===== src/rtl/audio_buffer_player_pkg.sv =====
// Shared types and constants for the audio buffer player.
// Buffer geometry matches the sector buffer filled by the FAT32 reader.
package audio_buffer_player_pkg;
    localparam int BUFFER_ADDR_BITS_DEFAULT = 9;  // one 512-byte sector
    localparam int FRAME_BYTES_MONO         = 2;
    localparam int FRAME_BYTES_STEREO       = 4;
    localparam int EOS_BIT                  = 8;

    typedef enum logic [1:0] {
        ST_WAIT,
        ST_PLAY,
        ST_FETCH,
        ST_EMIT
    } player_state_t;
endpackage


===== src/rtl/audio_buffer_player_tick.sv =====
// Fractional rate divider: one-cycle tick at SAMPLE_HZ on average from a CLK_HZ clock.
module sample_tick_gen #(
    parameter int CLK_HZ    = 50_000_000,
    parameter int SAMPLE_HZ = 44100
) (
    input  logic clk,
    input  logic rst_n,
    output logic tick
);
    logic [31:0] acc;
    logic [32:0] acc_sum;

    // One spare bit so the compare cannot be fooled by overflow.
    assign acc_sum = {1'b0, acc} + 33'(SAMPLE_HZ);

    always_ff @(posedge clk) begin
        if (!rst_n) begin
            acc  <= '0;
            tick <= 1'b0;
        end else if (acc_sum >= 33'(CLK_HZ)) begin
            acc  <= 32'(acc_sum - 33'(CLK_HZ));
            tick <= 1'b1;
        end else begin
            acc  <= acc_sum[31:0];
            tick <= 1'b0;
        end
    end
endmodule


===== src/rtl/audio_buffer_player.sv =====
// Drains the audio buffer at the sample rate, assembling 16-bit LE PCM frames
// (mono or stereo) for the DAC stage and handing the buffer back when done.
module audio_buffer_player
    import audio_buffer_player_pkg::*;
#(
    parameter int CLK_HZ           = 50_000_000,
    parameter int SAMPLE_HZ        = 44100,
    parameter int BUFFER_ADDR_BITS = BUFFER_ADDR_BITS_DEFAULT
) (
    input  logic                        clk,
    input  logic                        rst_n,
    output logic [BUFFER_ADDR_BITS-1:0] buffer_addr_o,
    input  logic [8:0]                  buffer_data_i,
    input  logic                        buffer_filled_i,
    output logic                        buffer_empty_o,
    input  logic [7:0]                  wav_info_audio_channels,
    output logic [15:0]                 left_o,
    output logic [15:0]                 right_o,
    output logic                        sample_valid_o,
    output logic                        underrun_o,
    output logic                        end_of_stream_o
);
    localparam logic [BUFFER_ADDR_BITS-1:0] ADDR_LAST = '1;
    localparam logic [BUFFER_ADDR_BITS-1:0] ADDR_ONE  = 1;

    player_state_t state, state_next;
    logic          tick;
    logic          stereo;
    logic [1:0]    issue_cnt, last_idx, cap_idx;
    logic          cap_en, eos_flag, wrapped;
    logic [7:0]    b0, b1, b2, cap_byte;
    logic          cap_eos;

    sample_tick_gen #(.CLK_HZ(CLK_HZ), .SAMPLE_HZ(SAMPLE_HZ)) u_tick (
        .clk  (clk),
        .rst_n(rst_n),
        .tick (tick)
    );

    assign last_idx       = stereo ? 2'(FRAME_BYTES_STEREO - 1) : 2'(FRAME_BYTES_MONO - 1);
    // Once the marker is seen, the rest of the frame plays as silence.
    assign cap_byte       = eos_flag ? 8'h00 : buffer_data_i[7:0];
    assign cap_eos        = eos_flag | buffer_data_i[EOS_BIT];
    assign buffer_empty_o = (state == ST_WAIT);

    always_ff @(posedge clk) begin
        if (!rst_n) state <= ST_WAIT;
        else        state <= state_next;
    end

    always_comb begin
        state_next = state;
        case (state)
            ST_WAIT:  if (buffer_filled_i) state_next = ST_PLAY;
            ST_PLAY:  if (tick) state_next = ST_FETCH;
            ST_FETCH: if (issue_cnt == last_idx) state_next = ST_EMIT;
            ST_EMIT:  state_next = (cap_eos || wrapped) ? ST_WAIT : ST_PLAY;
            default:  state_next = ST_WAIT;
        endcase
    end

    always_ff @(posedge clk) begin
        if (!rst_n) begin
            buffer_addr_o   <= '0;
            stereo          <= 1'b0;
            issue_cnt       <= '0;
            cap_en          <= 1'b0;
            cap_idx         <= '0;
            eos_flag        <= 1'b0;
            wrapped         <= 1'b0;
            b0              <= '0;
            b1              <= '0;
            b2              <= '0;
            left_o          <= '0;
            right_o         <= '0;
            sample_valid_o  <= 1'b0;
            underrun_o      <= 1'b0;
            end_of_stream_o <= 1'b0;
        end else begin
            sample_valid_o  <= 1'b0;
            underrun_o      <= 1'b0;
            end_of_stream_o <= 1'b0;
            // RAM data lags the address by one cycle.
            cap_en          <= (state == ST_FETCH);
            cap_idx         <= issue_cnt;
            if (cap_en && state != ST_EMIT) begin
                eos_flag <= cap_eos;
                case (cap_idx)
                    2'd0:    b0 <= cap_byte;
                    2'd1:    b1 <= cap_byte;
                    default: b2 <= cap_byte;
                endcase
            end
            case (state)
                ST_WAIT: begin
                    buffer_addr_o <= '0;
                    issue_cnt     <= '0;
                    eos_flag      <= 1'b0;
                    wrapped       <= 1'b0;
                    if (buffer_filled_i) stereo <= (wav_info_audio_channels == 8'd2);
                    if (tick) begin
                        left_o         <= '0;
                        right_o        <= '0;
                        sample_valid_o <= 1'b1;
                        underrun_o     <= 1'b1;
                    end
                end
                ST_PLAY: begin
                    issue_cnt <= '0;
                    eos_flag  <= 1'b0;
                end
                ST_FETCH: begin
                    buffer_addr_o <= buffer_addr_o + ADDR_ONE;
                    issue_cnt     <= issue_cnt + 2'd1;
                    if (buffer_addr_o == ADDR_LAST) wrapped <= 1'b1;
                end
                ST_EMIT: begin
                    sample_valid_o <= 1'b1;
                    if (stereo) begin
                        left_o  <= {b1, b0};
                        right_o <= {cap_byte, b2};
                    end else begin
                        left_o  <= {cap_byte, b0};
                        right_o <= {cap_byte, b0};
                    end
                    if (cap_eos) begin
                        end_of_stream_o <= 1'b1;
                        buffer_addr_o   <= '0;
                    end
                end
                default: ;
            endcase
        end
    end
endmodule


===== config.mk =====
export PLATFORM = sky130hd
export DESIGN_NAME = audio_buffer_player
export DESIGN_NICKNAME = d
export VERILOG_FILES = /design/src/rtl/audio_buffer_player_pkg.sv /design/src/rtl/audio_buffer_player_tick.sv /design/src/rtl/audio_buffer_player.sv
export SDC_FILE = /design/constraint.sdc
export NUM_CORES = 1
export LEC_CHECK = 0
export CAP_MARGIN = 10
export CORE_MARGIN = 1.5
export CORE_UTILIZATION = 47
export CTS_BUF_LIST = sky130_fd_sc_hd__clkbuf_8
export DETAILED_ROUTE_END_ITERATION = 8
export MAX_ROUTING_LAYER = met4
export PLACE_DENSITY = 0.69
export SLEW_MARGIN = 10
export SYNTH_ARGS = -nofsm -noshare
export SYNTH_HDL_FRONTEND = slang
export SYNTH_SLANG_ARGS = --single-unit

===== constraint.sdc =====
create_clock -name clk -period 7 [get_ports clk]
set_input_delay 0.7 -clock clk [delete_from_list [all_inputs] [get_ports clk]]
set_output_delay 0.7 -clock clk [all_outputs]
set_load 0.02 [all_outputs]

# Yosys cells after proc, flatten, opt, wreduce, memory -nomap -nowiden
# Index checks and enable logic that the tools add are counted.
[word_totals]
input_bits = 20
elab_cells = 83
regBits = 111
out_inout_bits = 45
[op_classes]
reduce_logical = 21
bitwise_logic = 3
n_lt_le_gt_ge = 1
n_eq_ne = 14
n_mux = 22
addsub = 4
[ops]
columns = ["cell", "count"]
rows = [
  ["$pmux W16 S2", 2],
  ["$add A32 B16 Y33 const B", 1],
  ["$ge A33 B26 Y1 const B", 1],
  ["$mux W16", 2],
  ["$mux W32", 1],
  ["$sub A32 B26 Y32 const B", 1],
  ["$pmux W9 S3", 1],
  ["$reduce_and A2 Y1", 9],
  ["$mux W8", 2],
  ["$add A9 B1 Y9 const B", 1],
  ["$eq A9 B9 Y1 const B", 1],
  ["$mux W9", 1],
  ["$eq A8 B2 Y1 const B", 1],
  ["$mux W2", 4],
  ["$ne A2 B2 Y1 const B", 4],
  ["$pmux W2 S4", 1],
  ["$ne A2 B1 Y1 const B", 3],
  ["$reduce_bool A2 Y1", 3],
  ["$mux W1", 5],
  ["$eq A2 B1 Y1 const B", 2],
  ["$eq A2 B2 Y1 const B", 2],
  ["$logic_not A2 Y1", 2],
  ["$pmux W1 S2", 2],
  ["$pmux W2 S2", 1],
  ["other kinds (10)", 12],
]

# Longest topological paths before layout
[depth]
depth_word = 4
ltp_mapped = 13
depth_no_buf = 12

# Modules after synthesis
# From an unflattened synthesis, not the netlist that was laid out.
[unflattened]
cells_unflattened = 684
hier_area_um2 = 5890.6
[modules_own_cells]
columns = ["module", "n_inst", "cells_each", "area_per_inst_um2", "seq_area_each_um2"]
rows = [
  ["audio_buffer_player", 1, 359, 3281.9, 1561.5],
  ["sample_tick_gen", 1, 325, 2608.8, 620.6],
]

# Least setup slack after synthesis
# OpenSTA, ideal clock, no wires.
[synth_path]
kind = "flip-flop to flip-flop"
startpoint = "register u_tick.acc[2]"
endpoint = "register u_tick.acc[13]"
required_ns = 6.941
n_path_buf = 2
synth_period_minus_slack_ns = 3.368
arrival_time_ns = 3.310
slack_ns = 3.632
stages_incl_launch_ff = 13
setup_ns = 0.059
path_cell_list = "dfxtp_1 ha_1 a31o_4 and3_1 buf_6 o211ai_1 mux2i_1 a21boi_1 or4b_4 or3_1 buf_2 a211o_1 nand2_1"
[synth_between]
elab_chain_cells = 3
word_cells_on_any_way = 4
classes_between = "2 x add/sub; 1 x order compare; 1 x mux"
[synth_rtl]
columns = ["item", "line", "rtl"]
rows = [
  ["start, declared", "audio_buffer_player_tick.sv:10", "logic [31:0] acc;"],
  ["start signal, assigned", "audio_buffer_player_tick.sv:21", "acc <= 32'(acc_sum - 33'(CLK_HZ));"],
  ["start signal, assigned", "audio_buffer_player_tick.sv:24", "acc <= acc_sum[31:0];"],
  ["$add A32 B16 Y33 *", "audio_buffer_player_tick.sv:14", "assign acc_sum = {1'b0, acc} + 33'(SAMPLE_HZ);"],
  ["$sub A32 B26 Y32 or $ge A33 B26 Y1 (tied branches)", "audio_buffer_player_tick.sv:21, audio_buffer_player_tick.sv:20", ""],
  ["$mux W32 *", "audio_buffer_player_tick.sv:20", "end else if (acc_sum >= 33'(CLK_HZ)) begin"],
]
# Mark *: on every way between the ends. The rest lies on a longest branch, timed or not.
# A chain may end at the register's enable or synchronous reset.

# Worst setup path after layout
[layout_path]
startpoint = "register u_tick.acc[2]"
endpoint = "register u_tick.acc[20]"
# Same word-level chain as after synthesis.

==> impl_summary.log <==
[metrics] max_cap viols: 0
[metrics] logic depth of the worst register-to-register path: 10
[metrics] Mapped Area: 5660 um^2
[metrics] result of the run: finished clean
[metrics] min-delay worst type: reg -> reg
[metrics] Synth Net Count: 701
[metrics] clock-pin slew reported for the worst setup and hold paths after clock tree synthesis: 110 ps
[metrics] FF+latch count, synth: 109
[metrics] RePlAce Congestion: 0.906
[metrics] buffers inserted by post-CTS timing repair: 0
[metrics] Layout fillers: 1,054
[metrics] Clock Tree Buf Depth: 2
[metrics] top routing layer used: met4
[metrics] number of antenna violations at the first check in global routing: 0
[metrics] clock tree from TritonCTS: done
[metrics] antenna cells: 0
[metrics] ratio of cells with drive above 1 in the final layout: 0.0768
[metrics] row count: 39
[metrics] met2 routed WL: 6.48 mm
[metrics] delay of the slowest cell on the worst path: 800 ps
[metrics] prevailing post-synth register cell: sky130_fd_sc_hd__dfxtp_1
[metrics] met1 routed wirelength after detailed routing: 6.60 mm
[metrics] via count of the first global-routing pass: 4,770
[metrics] largest fanout on the critical path: 26
[metrics] pwr/cell area: 338 nW/um^2
[metrics] worst slew slack as a fraction of its limit: 0.324
[metrics] depth of the CTS H-tree: 3
[metrics] Num Clock Sinks: 109
[metrics] number of vias per cell after detailed routing: 5.82
[metrics] final period demand of the worst path: 4050 ps
[metrics] NumNets Final: 740
[metrics] Worst R2R End: u_tick.acc[20]$_SDFF_PN0_
[metrics] sequential area share after synthesis: 0.386
[metrics] total iterations of the first detailed-routing run: 7
[metrics] hold buffer count at CTS: 0
[metrics] worst skew pair latency: 390 ps
[metrics] core footprint: 11,600 um^2
[metrics] final cycle utilization of the critical path: 0.579
[metrics] number of different library cells in the post-synthesis netlist: 72
[metrics] asr flop ratio synth: 0
[metrics] Die Width: 113 um
[metrics] post-route standard cell area excluding fillers: 6560 um^2
[metrics] global-route usage over all layers: 0.229
[metrics] worst reg2reg setup slack: 2950 ps
[metrics] critical path required time: 7270 ps
[metrics] worst-margin pin slew: 1010 ps
[metrics] Critical Path, Cell by Cell: ha_1, a31o_4, and3_1, o211ai_1, mux2i_1, a21boi_1, or4b_4, nor3_4, o31a_1, o211ai_1
[metrics] Die Area: 12,700 um^2
[metrics] TritonCTS Buffers: 9
[metrics] Initial DRC Count: 355
[metrics] Final Hold Fails: 0
[metrics] final total power: 2.22 mW
[metrics] Detail Placement HPWL: 9.59 mm
[metrics] number of gates given a new drive strength after cts: 0
[metrics] depth of the critical timing path with buffers and inverters included: 10
[metrics] signal arrival time at the worst endpoint: 4320 ps
[metrics] number of synthesized flops with an enable pin: 0
[metrics] number of failing setup endpoints in the final timing report: 0
[metrics] final setup skew: 8.77 ps
[metrics] launching element of the worst setup path: u_tick.acc[2]$_SDFF_PN0_
[metrics] reg-to-reg startpoint: u_tick.acc[2]$_SDFF_PN0_
[metrics] count of buffers from port buffering: 64
[metrics] static leakage: 2.27 nW
[metrics] capture point of the critical path: u_tick.acc[20]$_SDFF_PN0_
[metrics] cell with the largest stage delay on the worst path: sky130_fd_sc_hd__nor3_4
[metrics] unrepaired setup endpoints after global routing: false
[metrics] Synth warnings: 0
[metrics] post-route DRC violation count: 0
[metrics] DR WL/cell: 16.0 um
[metrics] top cell family by delay on the critical path: simple AND/OR/NAND/NOR gates
[metrics] count of boundary I/O pins: 65
[metrics] relative area change from synthesis to final layout: 15.9%
[metrics] largest net degree at the start of global routing: 81
[metrics] Synth Area per Inst: 8.42 um^2
[metrics] overflow left after global routing: 0
[metrics] instance count of the mapped netlist: 672
[metrics] DRT Wirelength: 13.7 mm
[metrics] highest clock rate: 0.247 GHz
[metrics] WS Path Type: reg -> reg
[metrics] Placed Area: 6340 um^2
[metrics] WHS: 469 ps
[metrics] wire length of the first global-routing pass: 23.2 mm
[metrics] Post-Route Setup TNS: 0 ps
[metrics] number of buffer and inverter instances along the worst setup path: 0
[metrics] metal3 WL: 433 um
[metrics] antenna-violating nets left: 0
[metrics] type of element launching the critical path: flip-flop
[metrics] effective utilization at floorplan: 0.489
[metrics] CTS root buffer: sky130_fd_sc_hd__clkbuf_8
[metrics] kind of end point of the critical path: flip-flop
[metrics] post-placement setup slack: 2970 ps
[metrics] total via count in the routed design: 4,998
[metrics] Die H: 113 um
[metrics] worst vdd ir: 0.265 mV
[metrics] cell with the most instances on the worst path: sky130_fd_sc_hd__o211ai_1
[metrics] Final Max Slew Viols: 0
[metrics] slack of the critical path: 2950 ps
worst min path at each step:
stage / startpoint / endpoint / depth (start not counted)
after detailed placement: b2[1]$_SDFFE_PN0P_ / b2[1]$_SDFFE_PN0P_ / 2
final: b2[3]$_SDFFE_PN0P_ / b2[3]$_SDFFE_PN0P_ / 2
after CTS: b2[1]$_SDFFE_PN0P_ / b2[1]$_SDFFE_PN0P_ / 2
after global routing: b2[1]$_SDFFE_PN0P_ / b2[1]$_SDFFE_PN0P_ / 2
after global placement: b2[7]$_SDFFE_PN0P_ / b2[7]$_SDFFE_PN0P_ / 2
after floorplan: b2[0]$_SDFFE_PN0P_ / b2[0]$_SDFFE_PN0P_ / 2
flip-flops by register name, indices dropped and copies added, names as in the netlist:
name / cells
u_tick.acc: 30
left_o: 16
right_o: 16
buffer_addr_o: 9
b0: 8
b1: 8
b2: 8
cap_idx: 2
issue_cnt: 2
state: 2
cap_en: 1
end_of_stream_o: 1
eos_flag: 1
sample_valid_o: 1
stereo: 1
u_tick.tick: 1
underrun_o: 1
wrapped: 1
tightest hold or removal path, cell delays in order, from the launching register on:
cell and delay (ps):
sky130_fd_sc_hd__dfxtp_1 330, sky130_fd_sc_hd__nand2_1 50, sky130_fd_sc_hd__a21oi_1 50
final cells by class:
type                            count  area [um^2]  share of cell area
Clock buffer                        9          124              0.0189
Clock inverter                      7         92.6              0.0141
Inverter                           13         48.8             0.00744
Multi-Input combinational cell    510         3260               0.497
Sequential cell                   109         2180               0.333
Tap cell                          143          179              0.0273
Timing Repair Buffer               68          671               0.102
routing by layer:
layer  track usage  vias to the layer above
li1              -                     2487
met1         0.297                     2387
met2         0.368                      102
met3        0.0316                       22
met4        0.0835                        0
met5             -                        -
placed cells by master (no fill, tap or decap), types with 3 or more instances in the layout:
cell type                           n
sky130_fd_sc_hd__inv_1             12
sky130_fd_sc_hd__o21a_1             6
sky130_fd_sc_hd__xnor2_1           22
sky130_fd_sc_hd__o21ai_0           11
sky130_fd_sc_hd__a211oi_1           3
sky130_fd_sc_hd__o211ai_1          10
sky130_fd_sc_hd__clkdlybuf4s50_1   64
sky130_fd_sc_hd__and2_1             8
sky130_fd_sc_hd__nor3_1            25
sky130_fd_sc_hd__xor2_1            19
sky130_fd_sc_hd__nor3b_1            4
sky130_fd_sc_hd__nor4_1             4
sky130_fd_sc_hd__nand2b_1           5
sky130_fd_sc_hd__o2111ai_1          3
sky130_fd_sc_hd__mux2i_1           11
sky130_fd_sc_hd__nand2_1           61
sky130_fd_sc_hd__nor2_1            83
sky130_fd_sc_hd__a31oi_1            3
sky130_fd_sc_hd__a22oi_1           34
sky130_fd_sc_hd__nand4_1           14
sky130_fd_sc_hd__a21oi_1           43
sky130_fd_sc_hd__nand3_1           23
sky130_fd_sc_hd__a21o_1             5
sky130_fd_sc_hd__o21ai_1            5
sky130_fd_sc_hd__nor2b_1           10
sky130_fd_sc_hd__ha_1               9
sky130_fd_sc_hd__clkbuf_8           9
sky130_fd_sc_hd__dfxtp_1          109
sky130_fd_sc_hd__and3_1             7
sky130_fd_sc_hd__mux2_2            19
sky130_fd_sc_hd__buf_4              4
sky130_fd_sc_hd__or3_1             10
cell usage after synthesis (12+ instances only):
| library cell | instances | area (um^2) |
|---|---|---|
| sky130_fd_sc_hd__nand4_1 | 14 | 87.6 |
| sky130_fd_sc_hd__nand3_1 | 23 | 115 |
| sky130_fd_sc_hd__mux2i_1 | 12 | 120 |
| sky130_fd_sc_hd__clkbuf_1 | 23 | 86.3 |
| sky130_fd_sc_hd__a22oi_1 | 34 | 255 |
| sky130_fd_sc_hd__nor2_1 | 83 | 312 |
| sky130_fd_sc_hd__nand2_1 | 61 | 229 |
| sky130_fd_sc_hd__xor2_1 | 19 | 166 |
| sky130_fd_sc_hd__nor3_1 | 25 | 125 |
| sky130_fd_sc_hd__xnor2_1 | 22 | 193 |
| sky130_fd_sc_hd__mux2_2 | 19 | 214 |
| sky130_fd_sc_hd__a21oi_1 | 43 | 215 |
| sky130_fd_sc_hd__dfxtp_1 | 109 | 2180 |
| sky130_fd_sc_hd__inv_1 | 13 | 48.8 |
cell families after synthesis:
family	after synthesis	share of synthesized area
buf+inv	53	0.0402
fa+ha+maj	9	0.0199
mux	31	0.0590
flops	109	0.386
xor+xnor	41	0.0635
simple gates	273	0.239
compound gates	156	0.193
report_power, final:
| group | total, mW | internal [mW] | switching, mW |
|---|---|---|---|
| combinational | 0.979 | 0.385 | 0.594 |
| sequential | 0.824 | 0.707 | 0.116 |
| clock | 0.416 | 0.174 | 0.242 |
| total | 2.22 | 1.27 | 0.952 |
per-stage QoR:
step            util  instances
5_1_grt        0.567        859
3_5_place_dp   0.548        843
4_1_cts        0.567        859
6_report       0.567        859
2_1_floorplan      -        672
3_3_place_gp   0.548        843
No activity file was read; power rests on OpenSTA's default activity.
